**src/rtl/mod_n_updown_counter.sv**
```systemverilog
// Modulo-N synchronous up/down counter with wrap or saturate mode,
// out-of-range load detection and a CI/CO cascade chain for multi-digit counters.
module mod_n_updown_counter #(
  parameter int WIDTH    = 4,
  parameter int MODULUS  = 10,
  parameter int SATURATE = 0
) (
  input  logic             CLK,
  input  logic             MR,
  input  logic             Enable,
  input  logic             CI,
  input  logic             Up,
  input  logic             Load,
  input  logic [WIDTH-1:0] P,
  output logic [WIDTH-1:0] Q,
  output logic             TC,
  output logic             CO,
  output logic             LoadErr
);

  localparam logic [WIDTH-1:0] LP_MAX  = WIDTH'(MODULUS - 1);
  localparam logic [WIDTH-1:0] LP_ZERO = '0;
  localparam bit               LP_SAT  = (SATURATE != 0);

  if (MODULUS < 2) begin : g_bad_modulus
    $error("mod_n_updown_counter: MODULUS must be at least 2");
  end
  if ((64'd1 << WIDTH) < 64'(MODULUS)) begin : g_bad_width
    $error("mod_n_updown_counter: WIDTH too narrow for MODULUS");
  end

  logic [WIDTH-1:0] r_q;
  logic             r_load_err;
  logic             w_tc;
  logic             w_count;
  logic             w_p_oor;
  logic [WIDTH-1:0] w_q_next;

  // Next count value; terminal handling depends on wrap/saturate mode.
  function automatic logic [WIDTH-1:0] f_step(input logic [WIDTH-1:0] q,
                                               input logic             up);
    logic [WIDTH-1:0] nxt;
    if (up) begin
      if (q == LP_MAX) nxt = LP_SAT ? q : LP_ZERO;
      else             nxt = q + 1'b1;
    end else begin
      if (q == LP_ZERO) nxt = LP_SAT ? q : LP_MAX;
      else              nxt = q - 1'b1;
    end
    return nxt;
  endfunction

  // Out-of-range loads clamp to the top of the count range.
  function automatic logic [WIDTH-1:0] f_load_val(input logic [WIDTH-1:0] p);
    return (p > LP_MAX) ? LP_MAX : p;
  endfunction

  assign w_p_oor  = (P > LP_MAX);
  assign w_count  = Enable & CI & ~Load & ~MR;
  assign w_q_next = f_step(r_q, Up);

  always_ff @(posedge CLK) begin
    if (MR) begin
      r_q        <= '0;
      r_load_err <= 1'b0;
    end else if (Load) begin
      r_q        <= f_load_val(P);
      r_load_err <= w_p_oor;
    end else begin
      r_load_err <= 1'b0;
      if (w_count) r_q <= w_q_next;
    end
  end

  // Terminal count and carry are combinational so a cascade steps on the wrap edge.
  assign w_tc    = Up ? (r_q == LP_MAX) : (r_q == LP_ZERO);
  assign Q       = r_q;
  assign TC      = w_tc;
  assign CO      = w_tc & Enable & CI;
  assign LoadErr = r_load_err;

endmodule
```
**config.mk**
```make
export PLATFORM = sky130hd
export DESIGN_NAME = mod_n_updown_counter
export DESIGN_NICKNAME = d
export VERILOG_FILES = /design/src/rtl/mod_n_updown_counter.sv
export SDC_FILE = /design/constraint.sdc
export NUM_CORES = 1
export LEC_CHECK = 0
export ABC_AREA = 1
export ABC_CLOCK_PERIOD_IN_PS = 900
export CAP_MARGIN = 20
export CORE_AREA = 2 2 39 41
export DETAILED_ROUTE_END_ITERATION = 8
export DIE_AREA = 0 0 41 43
export MAX_ROUTING_LAYER = met4
export PLACE_DENSITY = 0.68
export SLEW_MARGIN = 40
export SYNTH_ARGS = -nofsm -noshare
export SYNTH_HDL_FRONTEND = slang
export SYNTH_SLANG_ARGS = --single-unit
```
**constraint.sdc**
```tcl
create_clock -name CLK -period 0.9 [get_ports CLK]
set_input_delay 0.135 -clock CLK [delete_from_list [all_inputs] [get_ports CLK]]
set_output_delay 0.135 -clock CLK [all_outputs]
set_load 0.03 [all_outputs]
```
Word-level counts from Yosys, hierarchy flattened. Cells that the tools add are included. W data, S select, Z words.

Bits in registers: 5. Bits in latches: 0. RAM bits: 0. Memory bits (read-only): 0. Logic and storage cells: 23. Memories kept: 0.

$add $sub $neg: 2. $mul: 0. Divide/modulo/power cells: 0. Magnitude comparators: 1. Equality and inequality tests: 1. Shift-type cells: 0. Mux-type cells: 7. Bitwise operators: 7. Reduce and logical (&&, ||, !) cells: 3.

Operators by type and width (number): $mux W4 (6); $and A1 B1 Y1 (5); $add A4 B1 Y4 const B (1); $eq A4 B4 Y1 const B (1); $gt A4 B4 Y1 const B (1); $logic_not A4 Y1 (1); $sub A4 B1 Y4 const B (1); $not A1 Y1 (2); $reduce_bool A2 Y1 (1); $reduce_or A2 Y1 (1); $mux W1 (1).

Longest topological paths before layout. Gate-level depths: netlist (run 1).

Depth in word-level cells: 5. Depth in mapped cells: 9.

Least setup slack after synthesis (run 1). OpenSTA, ideal clock, no wires.

Path type: reg-to-output. From: reg r_q[0] (netlist: Q[0]). To: out CO. Arrival: 1.351 ns. Data required time: 0.765 ns. Setup slack: -0.586 ns. Stages on the path, launching flop included: 6. Cell sequence: dfxtp_1 > buf_6 > nand2_1 > nor2_2 > o21ai_1 > nor2_1.

Cells in the longest elaborated chain, start to end: 4. Elaborated cells on any way between the ends: 5. Those cells by class: eq/ne: 1; mux: 1; bitwise: 2; reduce/logical: 1.

RTL lines: start, declared (RTL line 32) `logic [WIDTH-1:0] r_q;`; start signal, assigned (RTL line 67) `r_q <= f_load_val(P);`; start signal, assigned (RTL line 71) `if (w_count) r_q <= w_q_next;`; $eq A4 B4 Y1 or $logic_not A4 Y1 (tied branches) (RTL line 76) `assign w_tc = Up ? (r_q == LP_MAX) : (r_q == LP_ZERO);`; $mux W1 (*) (RTL line 76); $and A1 B1 Y1 (*) (2 in a row) (RTL line 79) `assign CO = w_tc & Enable & CI;`; end, declared (RTL line 17) `output logic CO,`.

Mark *: on every way between the ends. The rest lies on a longest branch, timed or not.

Worst setup path after layout (run 1).
From: reg r_q[1] (netlist: Q[1]). To: out CO.

The elaborated chain is that of the path after synthesis.

==> metrics.csv, run 1 <==
stage;metric;value;unit
synthesis;most frequent cell after synthesis;nand2_1;
timing;final setup margin;-0.398;ns
setup_path;cell breakdown of the critical path;nor2_8, nand3_4, nand2_4, o21ai_4, nor2_4, buf_6;
timing;Hold Vio Cnt, Final;0;
global_route;initial antenna violation count;0;
final_layout;ratio of cells with drive above 1 in the final layout;0.538;
final_layout;fin nets;117;
clock_tree;Hold Buf Count CTS;0;
timing;setup violators final;9;
timing;RSZ-0062 raised after global routing;true;
placed_design;Placer Congestion;0.782;
timing;Final Cycle Share;1.44;
synthesis;Area contributors post-synth;dfxtp_1, nand2_1, o21ai_1;
clock_tree;CTS tree;yes;
synthesis;post-synthesis async set-or-reset flop share;0;
synthesis;Seq/Total Area, Yosys;0.220;
die;FP Rows;14;
timing;clk_skew;0.00482;ns
power;Max VDD drop;0.000735;V
clock_tree;total CTS buffers;3;
global_route;total gr overflow;0;
die;Core Box Area;1380;µm²
clock_tree;Worst-path clk slew;0.04;ns
timing;Worst Tran Pin Value;0.244;ns
global_route;gr usage total;0.169;
routing;DR vias/cell;4.66;
synthesis;area leader, netlist;dfxtp_1;
synthesis;mux contribution to synthesized area;0;
die;die height;43;µm
clock_tree;latest clock arrival within the worst-skew pair;0.25;ns
clock_tree;H-tree levels;1;
setup_path;Critical Path RT;0.76;ns
outcome;status;complete, but fails checks;
final_layout;Synth-to-Final Area Change;96.2;%
synthesis;Synth Area in Adders;0;
timing;crit path time final;1.30;ns
synthesis;ys flop type;dfxtp_1;
timing;Rel. slew slack;0.835;
synthesis;main combinational cell family by area after synthesis;simple AND/OR/NAND/NOR gates;
clock_tree;Clock Tree Root;clkbuf_4;
power;Final Power;1.05;mW
final_layout;FILL cells;125;
clock_tree;Sink Count;5;
synthesis;top cell type's share of synthesized area;0.220;
routing;Detail Route Antenna Nets;0;
routing;DRT iter0 DRCs;5;
min_path;min-delay worst type;input port to register;
setup_path;WS Path Type;register to output pin;
synthesis;number of synthesized register bits;5;
setup_path;worst-path maximum fanout;4;
global_route;vias in the first global route;524;
setup_path;crit-path max cell delay;0.36;ns
routing;average routed wire per standard cell;9.64;µm
timing;fin. max-slew vios;0;
routing;via count;568;
setup_path;crit path capture type;output pin;
synthesis;Post-Syn Instances;70;
die;Die X;41;µm
setup_path;flop2flop setup slack;-0.31;ns
synthesis;post-synthesis instance area;455;µm²
power;Leak;0.417;nW
final_layout;n_diodes;0;
setup_path;slowest CP cell;dfxtp_4;
synthesis;Synth Area in XOR/XNOR;0.0385;
routing;drc violations;0;
clock_tree;CTS Buffer Depth;2;
global_route;largest net degree at the start of global routing;7;
routing;First-pass DRT Iterations;2;
synthesis;top post-synthesis cells by count;nand2_1, inv_1, o21ai_1;
synthesis;Netlist cell types;21;
die;IO Count;17;
job;max-cap viol count;0;
die;total die area;1760;µm²
synthesis;post-synthesis compound-gate area fraction;0.212;
setup_path;Worst setup SP type;register;
routing;routed wire length;1180;µm
synthesis;Yosys warning total;0;
placed_design;port bufs;16;
outcome;failing checks;setup timing;
global_route;first-pass GRT wire length;2010;µm
synthesis;number of flops mapped to enable cells by yosys;0;
setup_path;critical path arrival;1.16;ns
synthesis;Simple-Gate Fraction of Synth Area;0.368;
timing;Fmax achieved;771;MHz
synthesis;synthesized area per cell;6.51;µm²
die;Starting Density;0.329;
synthesis;Syn Nets;80;
power;pwr dens;1170;nW/µm²
placed_design;dpl ws;-0.453;ns
placed_design;post-detail-place hpwl;876;µm
-- cell families after synthesis --
kind of cell    after synthesis
xor+xnor                      2
buf+inv                      12
compound gates               17
simple gates                 34
flops                         5
-- through the flow --
stage          cell area [µm²]  TNS, ns  cells  hold slack (ns)   util
2_1_floorplan              479    -1.02     70            0.190      -
3_3_place_gp               709    -2.53    112            0.495  0.513
3_5_place_dp               709    -2.58    112            0.498  0.513
4_1_cts                    857    -2.08    122            0.480  0.619
5_1_grt                    893    -2.62    122            0.525  0.646
6_report                   893    -2.18    122            0.487  0.646
-- where the power goes --
part | internal (mW) | switching, mW | leakage, nW
logic | 0.261 | 0.242 | 0.358
registers | 0.239 | 0.0302 | 0.0438
clock network | 0.169 | 0.108 | 0.0150
total | 0.669 | 0.381 | 0.417
-- cell usage in the layout, fill, tap and decap left out, drive strengths merged --
cell and instances:
buf 25, nand2 20, o21ai 11, inv 9, clkdlybuf4s50 8, nand3 6, a21oi 6, nor2 6
dfxtp 5, clkbuf 4, bufinv 1, nand4 1, nor3 1, xor2 1, xnor2 1, dlygate4sd2 1
-- worst paths after layout --
check	start	endpoint	cells after the start
hold reg to reg	Q[3]	Q[3]	2
setup / recovery	Q[1]	CO	6
hold / removal	Up	Q[1]	5
setup reg to reg	Q[0]	Q[1]	7
-- timing repair --
action / CTS / global route
setup endpoints to repair: 10 / 10
gates resized for setup: 19 / 12
buffers inserted: 6 / 2
pin swaps: 10 / 7
-- per-layer routing --
metal  part of all wire  GRT usage  vias up
met5                  0          -        -
met4              0.020      0.100        0
met3              0.033     0.0157        2
met2               0.55      0.281       13
met1               0.39      0.181      252
li1                   -          -      301
-- registers in the layout, indices dropped and copies added (netlist names) --
signal / flops
LoadErr: 1
Q: 4
-- worst max-delay path, delay by kind of cell (launching register included) --
kind | cells | cell delay [ns]
compound gates | 1 | 0.07
buf+inv | 1 | 0.13
flops | 1 | 0.36
simple gates | 4 | 0.36
-- cell type report --
type / count / area, µm² / area share
clock buffers: 4 / 26.3 / 0.0294
multi-input cells: 53 / 364 / 0.408
inverters: 10 / 53.8 / 0.0602
well taps: 16 / 20.0 / 0.0224
flip-flops and latches: 5 / 115 / 0.129
repair buffers: 34 / 314 / 0.352
(Power assumes the default switching activity.)
==> inputs of run 2 (changes only) <==
--- a/config.mk
+++ b/config.mk
@@ -6,13 +6,14 @@
 export NUM_CORES = 1
 export LEC_CHECK = 0
 export ABC_AREA = 1
-export ABC_CLOCK_PERIOD_IN_PS = 900
+export ABC_CLOCK_PERIOD_IN_PS = 1400
 export CAP_MARGIN = 20
 export CORE_AREA = 2 2 39 41
+export CTS_CLUSTER_SIZE = 24
 export DETAILED_ROUTE_END_ITERATION = 8
 export DIE_AREA = 0 0 41 43
 export MAX_ROUTING_LAYER = met4
-export PLACE_DENSITY = 0.68
+export PLACE_DENSITY = 0.65
 export SLEW_MARGIN = 40
 export SYNTH_ARGS = -nofsm -noshare
 export SYNTH_HDL_FRONTEND = slang
==> constraint.sdc (replaced) <==
create_clock -name CLK -period 1.4 [get_ports CLK]
set_input_delay 0.21 -clock CLK [delete_from_list [all_inputs] [get_ports CLK]]
set_output_delay 0.21 -clock CLK [all_outputs]
set_load 0.03 [all_outputs]
==> run 2 against run 1 <==
Compared with the run above: the flow now finishes without violations; routed wire length shrank 4.2%; die area is the same; setup slack gained 0.44 ns; critical path type unchanged; largest power group unchanged.
==> metrics.csv, run 2 (synthesis gave the netlist of run 1 again) <==
stage;metric;value;unit;change
routing;drc violations;0;;unchanged
clock_tree;Sink Count;5;;unchanged
global_route;total gr overflow;0;;unchanged
placed_design;port bufs;16;;unchanged
timing;setup violators final;0;;-9
placed_design;post-detail-place hpwl;832;µm;-5.0%
die;FP Rows;14;;unchanged
setup_path;Worst setup SP type;register;;
routing;average routed wire per standard cell;9.55;µm;-0.92%
die;Starting Density;0.329;;unchanged
clock_tree;CTS tree;yes;;
final_layout;fin nets;113;;-3.4%
global_route;vias in the first global route;474;;-9.5%
final_layout;Synth-to-Final Area Change;72.8;%;
routing;First-pass DRT Iterations;3;;+1
job;max-cap viol count;0;;unchanged
routing;via count;532;;-6.3%
setup_path;flop2flop setup slack;0.22;ns;+0.53 ns
die;Die X;41;µm;unchanged
global_route;first-pass GRT wire length;1880;µm;-6.2%
timing;fin. max-slew vios;0;;unchanged
final_layout;commonest non-fill, non-tap cell in the layout;nand2_1;;
die;die height;43;µm;unchanged
setup_path;worst r2r src;Q[3];;
clock_tree;total CTS buffers;3;;unchanged
power;Final Power;0.612;mW;-42%
final_layout;Largest register FFs;4;;unchanged
timing;crit path time final;1.36;ns;
routing;DRT iter0 DRCs;11;;+6
min_path;hold depth;4;;-1
die;total die area;1760;µm²;unchanged
timing;Rel. slew slack;0.798;;-0.0376
routing;routed wire length;1130;µm;-4.2%
placed_design;Placer Congestion;0.821;;+5.1%
timing;Hold Vio Cnt, Final;0;;unchanged
routing;DR vias/cell;4.51;;-3.2%
timing;clk_skew;0.00272;ns;-0.00210 ns
final_layout;most frequent cells in the layout;nand2_1, buf_4, clkdlybuf4s50_1;;
global_route;gr usage total;0.163;;-0.00635
clock_tree;H-tree levels;1;;unchanged
setup_path;crit path capture type;output pin;;
die;IO Count;17;;unchanged
power;Max VDD drop;0.000637;V;-13%
global_route;largest net degree at the start of global routing;9;;+2
min_path;min-delay worst type;input port to register;;
routing;Detail Route Antenna Nets;0;;unchanged
power;Leak;0.378;nW;-9.3%
timing;Final Cycle Share;0.971;;
setup_path;worst setup path end;TC;;
timing;Worst Tran Pin Value;0.304;ns;+0.0602 ns
clock_tree;Clock Tree Root;clkbuf_4;;
clock_tree;CTS Buffer Depth;2;;unchanged
outcome;status;finished clean;;
setup_path;CP Launch Point;Q[3];;
final_layout;ratio of cells with drive above 1 in the final layout;0.402;;-0.136
setup_path;WS Path Type;register to output pin;;
setup_path;critical path arrival;1.15;ns;about the same
final_layout;n_diodes;0;;unchanged
setup_path;r2r endpoint;Q[2];;
global_route;initial antenna violation count;0;;unchanged
power;pwr dens;778;nW/µm²;-34%
timing;RSZ-0062 raised after global routing;true;;
setup_path;worst-path maximum fanout;5;;+1
setup_path;Critical Path RT;1.19;ns;+0.43 ns
clock_tree;Worst-path clk slew;0.04;ns;about the same
timing;Fmax achieved;735;MHz;
final_layout;Layout Utilization;0.569;;-0.0769
clock_tree;latest clock arrival within the worst-skew pair;0.24;ns;about the same
die;Core Box Area;1380;µm²;unchanged
setup_path;r2r worst-path depth;8;;+1
## run 2: critical path: stages, from the launching register on
cell and delay, ns:
dfxtp_2 0.32, buf_6 0.13, nand2_4 0.07, nor2_4 0.04
o21ai_2 0.15, inv_1 0.07, buf_6 0.13
## run 2: what timing repair did
item / 4_1_cts / 5_1_grt
setup endpoints to repair: 5 / 2
gates resized for setup: 13 / 8
buffers inserted: 2 / 2
hold buffers: 0 / 0
pin swaps: 2 / 1
## run 2: metrics by stage
stage	setup TNS [ns]	worst slack [ns]	hold slack, ns	instances	cell area (µm²)
final	0	0.0399	0.559	118	787
after global routing	-0.0561	-0.0309	0.593	118	787
after CTS	-0.00533	-0.00533	0.505	116	741
after detailed placement	-0.443	-0.137	0.639	110	681
after global placement	-0.439	-0.141	0.631	110	681
after floorplan	-0.0369	-0.0369	0.272	70	458
## run 2: area by class of cell
| type | instances | area, µm² |
|---|---|---|
| repair buffers | 30 | 262 |
| inverters | 10 | 53.8 |
| multi-input cells | 53 | 315 |
| fillers | 141 | 597 |
| clock buffers | 4 | 26.3 |
| well taps | 16 | 20.0 |
| flip-flops and latches | 5 | 110 |
## run 2: worst min-delay path by stage
stage | from | endpoint | slack [ns]
3_5_place_dp | Q[3] | Q[3] | 0.64
6_report | Up | Q[1] | 0.56
3_3_place_gp | Q[3] | Q[3] | 0.63
4_1_cts | Up | Q[1] | 0.50
5_1_grt | Up | Q[1] | 0.59
2_1_floorplan | MR | Q[3] | 0.27
## run 2: power by group
| group | internal (mW) | leakage (nW) | switching [mW] | total, mW |
|---|---|---|---|---|
| clock | 0.108 | 0.0150 | 0.0571 | 0.165 |
| sequential | 0.155 | 0.0432 | 0.0161 | 0.171 |
| combinational | 0.138 | 0.320 | 0.139 | 0.277 |
## run 2: routing by layer
layer / share of wire / global-route usage / vias up
met2: 0.50 / 0.247 / 15
met5: 0 / - / -
met3: 0.053 / 0.0785 / 0
li1: - / - / 293
met4: 0 / 0.0200 / 0
met1: 0.44 / 0.197 / 224
==> inputs of run 3 (changes only) <==
--- a/config.mk
+++ b/config.mk
@@ -6,14 +6,14 @@
 export NUM_CORES = 1
 export LEC_CHECK = 0
 export ABC_AREA = 1
-export ABC_CLOCK_PERIOD_IN_PS = 1400
+export ABC_CLOCK_PERIOD_IN_PS = 1200
 export CAP_MARGIN = 20
 export CORE_AREA = 2 2 39 41
 export CTS_CLUSTER_SIZE = 24
 export DETAILED_ROUTE_END_ITERATION = 8
 export DIE_AREA = 0 0 41 43
 export MAX_ROUTING_LAYER = met4
-export PLACE_DENSITY = 0.65
+export PLACE_DENSITY = 0.68
 export SLEW_MARGIN = 40
 export SYNTH_ARGS = -nofsm -noshare
 export SYNTH_HDL_FRONTEND = slang
==> constraint.sdc (replaced) <==
create_clock -name CLK -period 1.2 [get_ports CLK]
set_input_delay 0.18 -clock CLK [delete_from_list [all_inputs] [get_ports CLK]]
set_output_delay 0.18 -clock CLK [all_outputs]
set_load 0.03 [all_outputs]
==> run 3 against run 2 <==
Compared with the run above: the run now ends with setup timing left; clock skew is essentially flat; sequential cell count is the same; final cell count grew 4.2%; total power grew 27%.
==> metrics.csv, run 3 (synthesis gave the netlist of run 1 again) <==
stage;metric;value;unit;change
setup_path;cell breakdown of the critical path;inv_2, nand2_2, nor2_4, o21ai_4, nor2_4, buf_6;;
clock_tree;Clock Tree Root;clkbuf_4;;
setup_path;Worst setup SP type;register;;
setup_path;Worst path depth;6;;unchanged
timing;Rel. slew slack;0.813;;+0.0154
setup_path;worst-path maximum fanout;4;;-1
min_path;hold depth;2;;-2
final_layout;n_diodes;0;;unchanged
die;IO Count;17;;unchanged
clock_tree;Sink Count;5;;unchanged
placed_design;Placed Area;697;µm²;+2.4%
global_route;total gr overflow;0;;unchanged
final_layout;Synth-to-Final Area Change;97.3;%;
timing;setup violators final;4;;+4
clock_tree;latest clock arrival within the worst-skew pair;0.24;ns;about the same
setup_path;flop2flop setup slack;-0.04;ns;-0.26 ns
clock_tree;H-tree levels;1;;unchanged
setup_path;r2r endpoint;Q[1];;
routing;DR vias/cell;4.67;;+3.7%
placed_design;port bufs;16;;unchanged
clock_tree;total CTS buffers;3;;unchanged
power;Leak;0.421;nW;+11%
final_layout;fin nets;118;;+4.4%
setup_path;slowest CP cell;dfxtp_4;;
global_route;largest net degree at the start of global routing;8;;-1
global_route;initial antenna violation count;0;;unchanged
global_route;vias in the first global route;542;;+14%
power;pwr dens;868;nW/µm²;+12%
die;Core Box Area;1380;µm²;unchanged
routing;average routed wire per standard cell;11.3;µm;+18%
job;max-cap viol count;0;;unchanged
min_path;Hold Path Origin;Q[3];;
setup_path;Crit path max-delay family;flip-flops;;
setup_path;crit-path max cell delay;0.37;ns;+0.05 ns
timing;clk_skew;0.00225;ns;-0.000474 ns
global_route;gr usage total;0.173;;+0.0105
die;Die X;41;µm;unchanged
final_layout;final cell area excluding filler cells;898;µm²;+14%
routing;routed wire length;1390;µm;+23%
setup_path;crit path capture type;output pin;;
die;FP Rows;14;;unchanged
clock_tree;CTS tree;yes;;
routing;DRT iter0 DRCs;1;;-10
outcome;status;complete, but fails checks;;
final_layout;Layout Utilization;0.649;;+0.0805
final_layout;commonest non-fill, non-tap cell in the layout;buf_4;;
routing;Detail Route Antenna Nets;0;;unchanged
routing;First-pass DRT Iterations;2;;-1
min_path;min-delay worst type;register to register;;
timing;crit path time final;1.34;ns;
clock_tree;CTS Buffer Depth;2;;unchanged
power;Max VDD drop;0.000575;V;-9.6%
die;total die area;1760;µm²;unchanged
timing;Final Cycle Share;1.12;;
timing;final setup margin;-0.140;ns;-0.179 ns
timing;Fmax achieved;747;MHz;
placed_design;Placer Congestion;0.792;;-3.6%
final_layout;ratio of cells with drive above 1 in the final layout;0.570;;+0.168
setup_path;worst r2r src;Q[0];;
final_layout;most frequent cells in the layout;buf_4, nand2_1, clkdlybuf4s50_1;;
setup_path;r2r worst-path depth;7;;-1
setup_path;most frequent CP cell;nor2_4;;
timing;fin. max-slew vios;0;;unchanged
setup_path;Critical Path RT;1.02;ns;-0.17 ns
min_path;hold endpoint;Q[3];;
timing;Hold Vio Cnt, Final;0;;unchanged
final_layout;Largest register FFs;4;;unchanged
placed_design;dpl ws;-0.233;ns;-0.0961 ns
clock_tree;Worst-path clk slew;0.04;ns;about the same
placed_design;post-detail-place hpwl;860;µm;+3.4%
routing;via count;575;;+8.1%
setup_path;WS Path Type;register to output pin;;
outcome;failing checks;setup timing;;
die;Starting Density;0.329;;unchanged
setup_path;CP bufs+invs;2;;-1
global_route;first-pass GRT wire length;2060;µm;+9.6%
timing;Worst Tran Pin Value;0.277;ns;-0.0273 ns
routing;drc violations;0;;unchanged
die;die height;43;µm;unchanged
timing;RSZ-0062 raised after global routing;true;;
setup_path;critical path arrival;1.16;ns;about the same
power;Final Power;0.779;mW;+27%
-- run 3: cell count changes in the layout (fill, tap and decap cells not counted), sizes merged --
cell / delta
buf: +7
dlygate4sd2: -2
-- run 3: per-stage QoR --
| stage | std cells | setup TNS, ns | hold slack (ns) |
|---|---|---|---|
| after floorplan | 70 | -0.0251 | 0.235 |
| after global placement | 111 | -0.934 | 0.521 |
| after detailed placement | 111 | -1.03 | 0.517 |
| after CTS | 121 | -0.313 | 0.516 |
| after global routing | 123 | -0.714 | 0.548 |
| final | 123 | -0.331 | 0.519 |
-- run 3: tightest hold or removal path: cells and delay by family, from the launching register on --
kind,cells,cell delay (ns)
simple gates,1,0.09
compound gates,1,0.04
flops,1,0.35
-- run 3: power by group --
group	switching [mW]	total (mW)	internal, mW
sequential	0.0218	0.202	0.181
combinational	0.194	0.383	0.189
clock	0.0680	0.194	0.126
-- run 3: cell type report --
type / instances / area [µm²]
repair buffers: 35 / 308
inverters: 10 / 53.8
clock buffers: 4 / 26.3
fillers: 115 / 485
flip-flops and latches: 5 / 110
multi-input cells: 53 / 380
well taps: 16 / 20.0
-- run 3: worst max-delay path by stage --
stage          start  to  slack [ns]
3_5_place_dp      Up  TC       -0.23
6_report        Q[1]  CO       -0.14
4_1_cts         Q[1]  CO       -0.15
3_3_place_gp      Up  TC       -0.22
5_1_grt         Q[1]  CO       -0.20
2_1_floorplan   Q[0]  CO       -0.03
-- run 3: what timing repair did --
| action | 4_1_cts | 5_1_grt |
|---|---|---|
| buffers inserted | 6 | 2 |
| resized for setup | 14 | 18 |
| hold buffers | 0 | 0 |
| pin swaps | 3 | 11 |
| endpoints found under the setup margin | 3 | 5 |
-- run 3: layer usage --
layer	routed length, µm	vias to the layer above	GRT usage	part of all wire
met4	0	0	0.0600	0
met3	55	0	0.0471	0.040
li1	-	300	-	-
met2	763	14	0.284	0.55
met1	569	261	0.191	0.41
met5	0	-	-	0
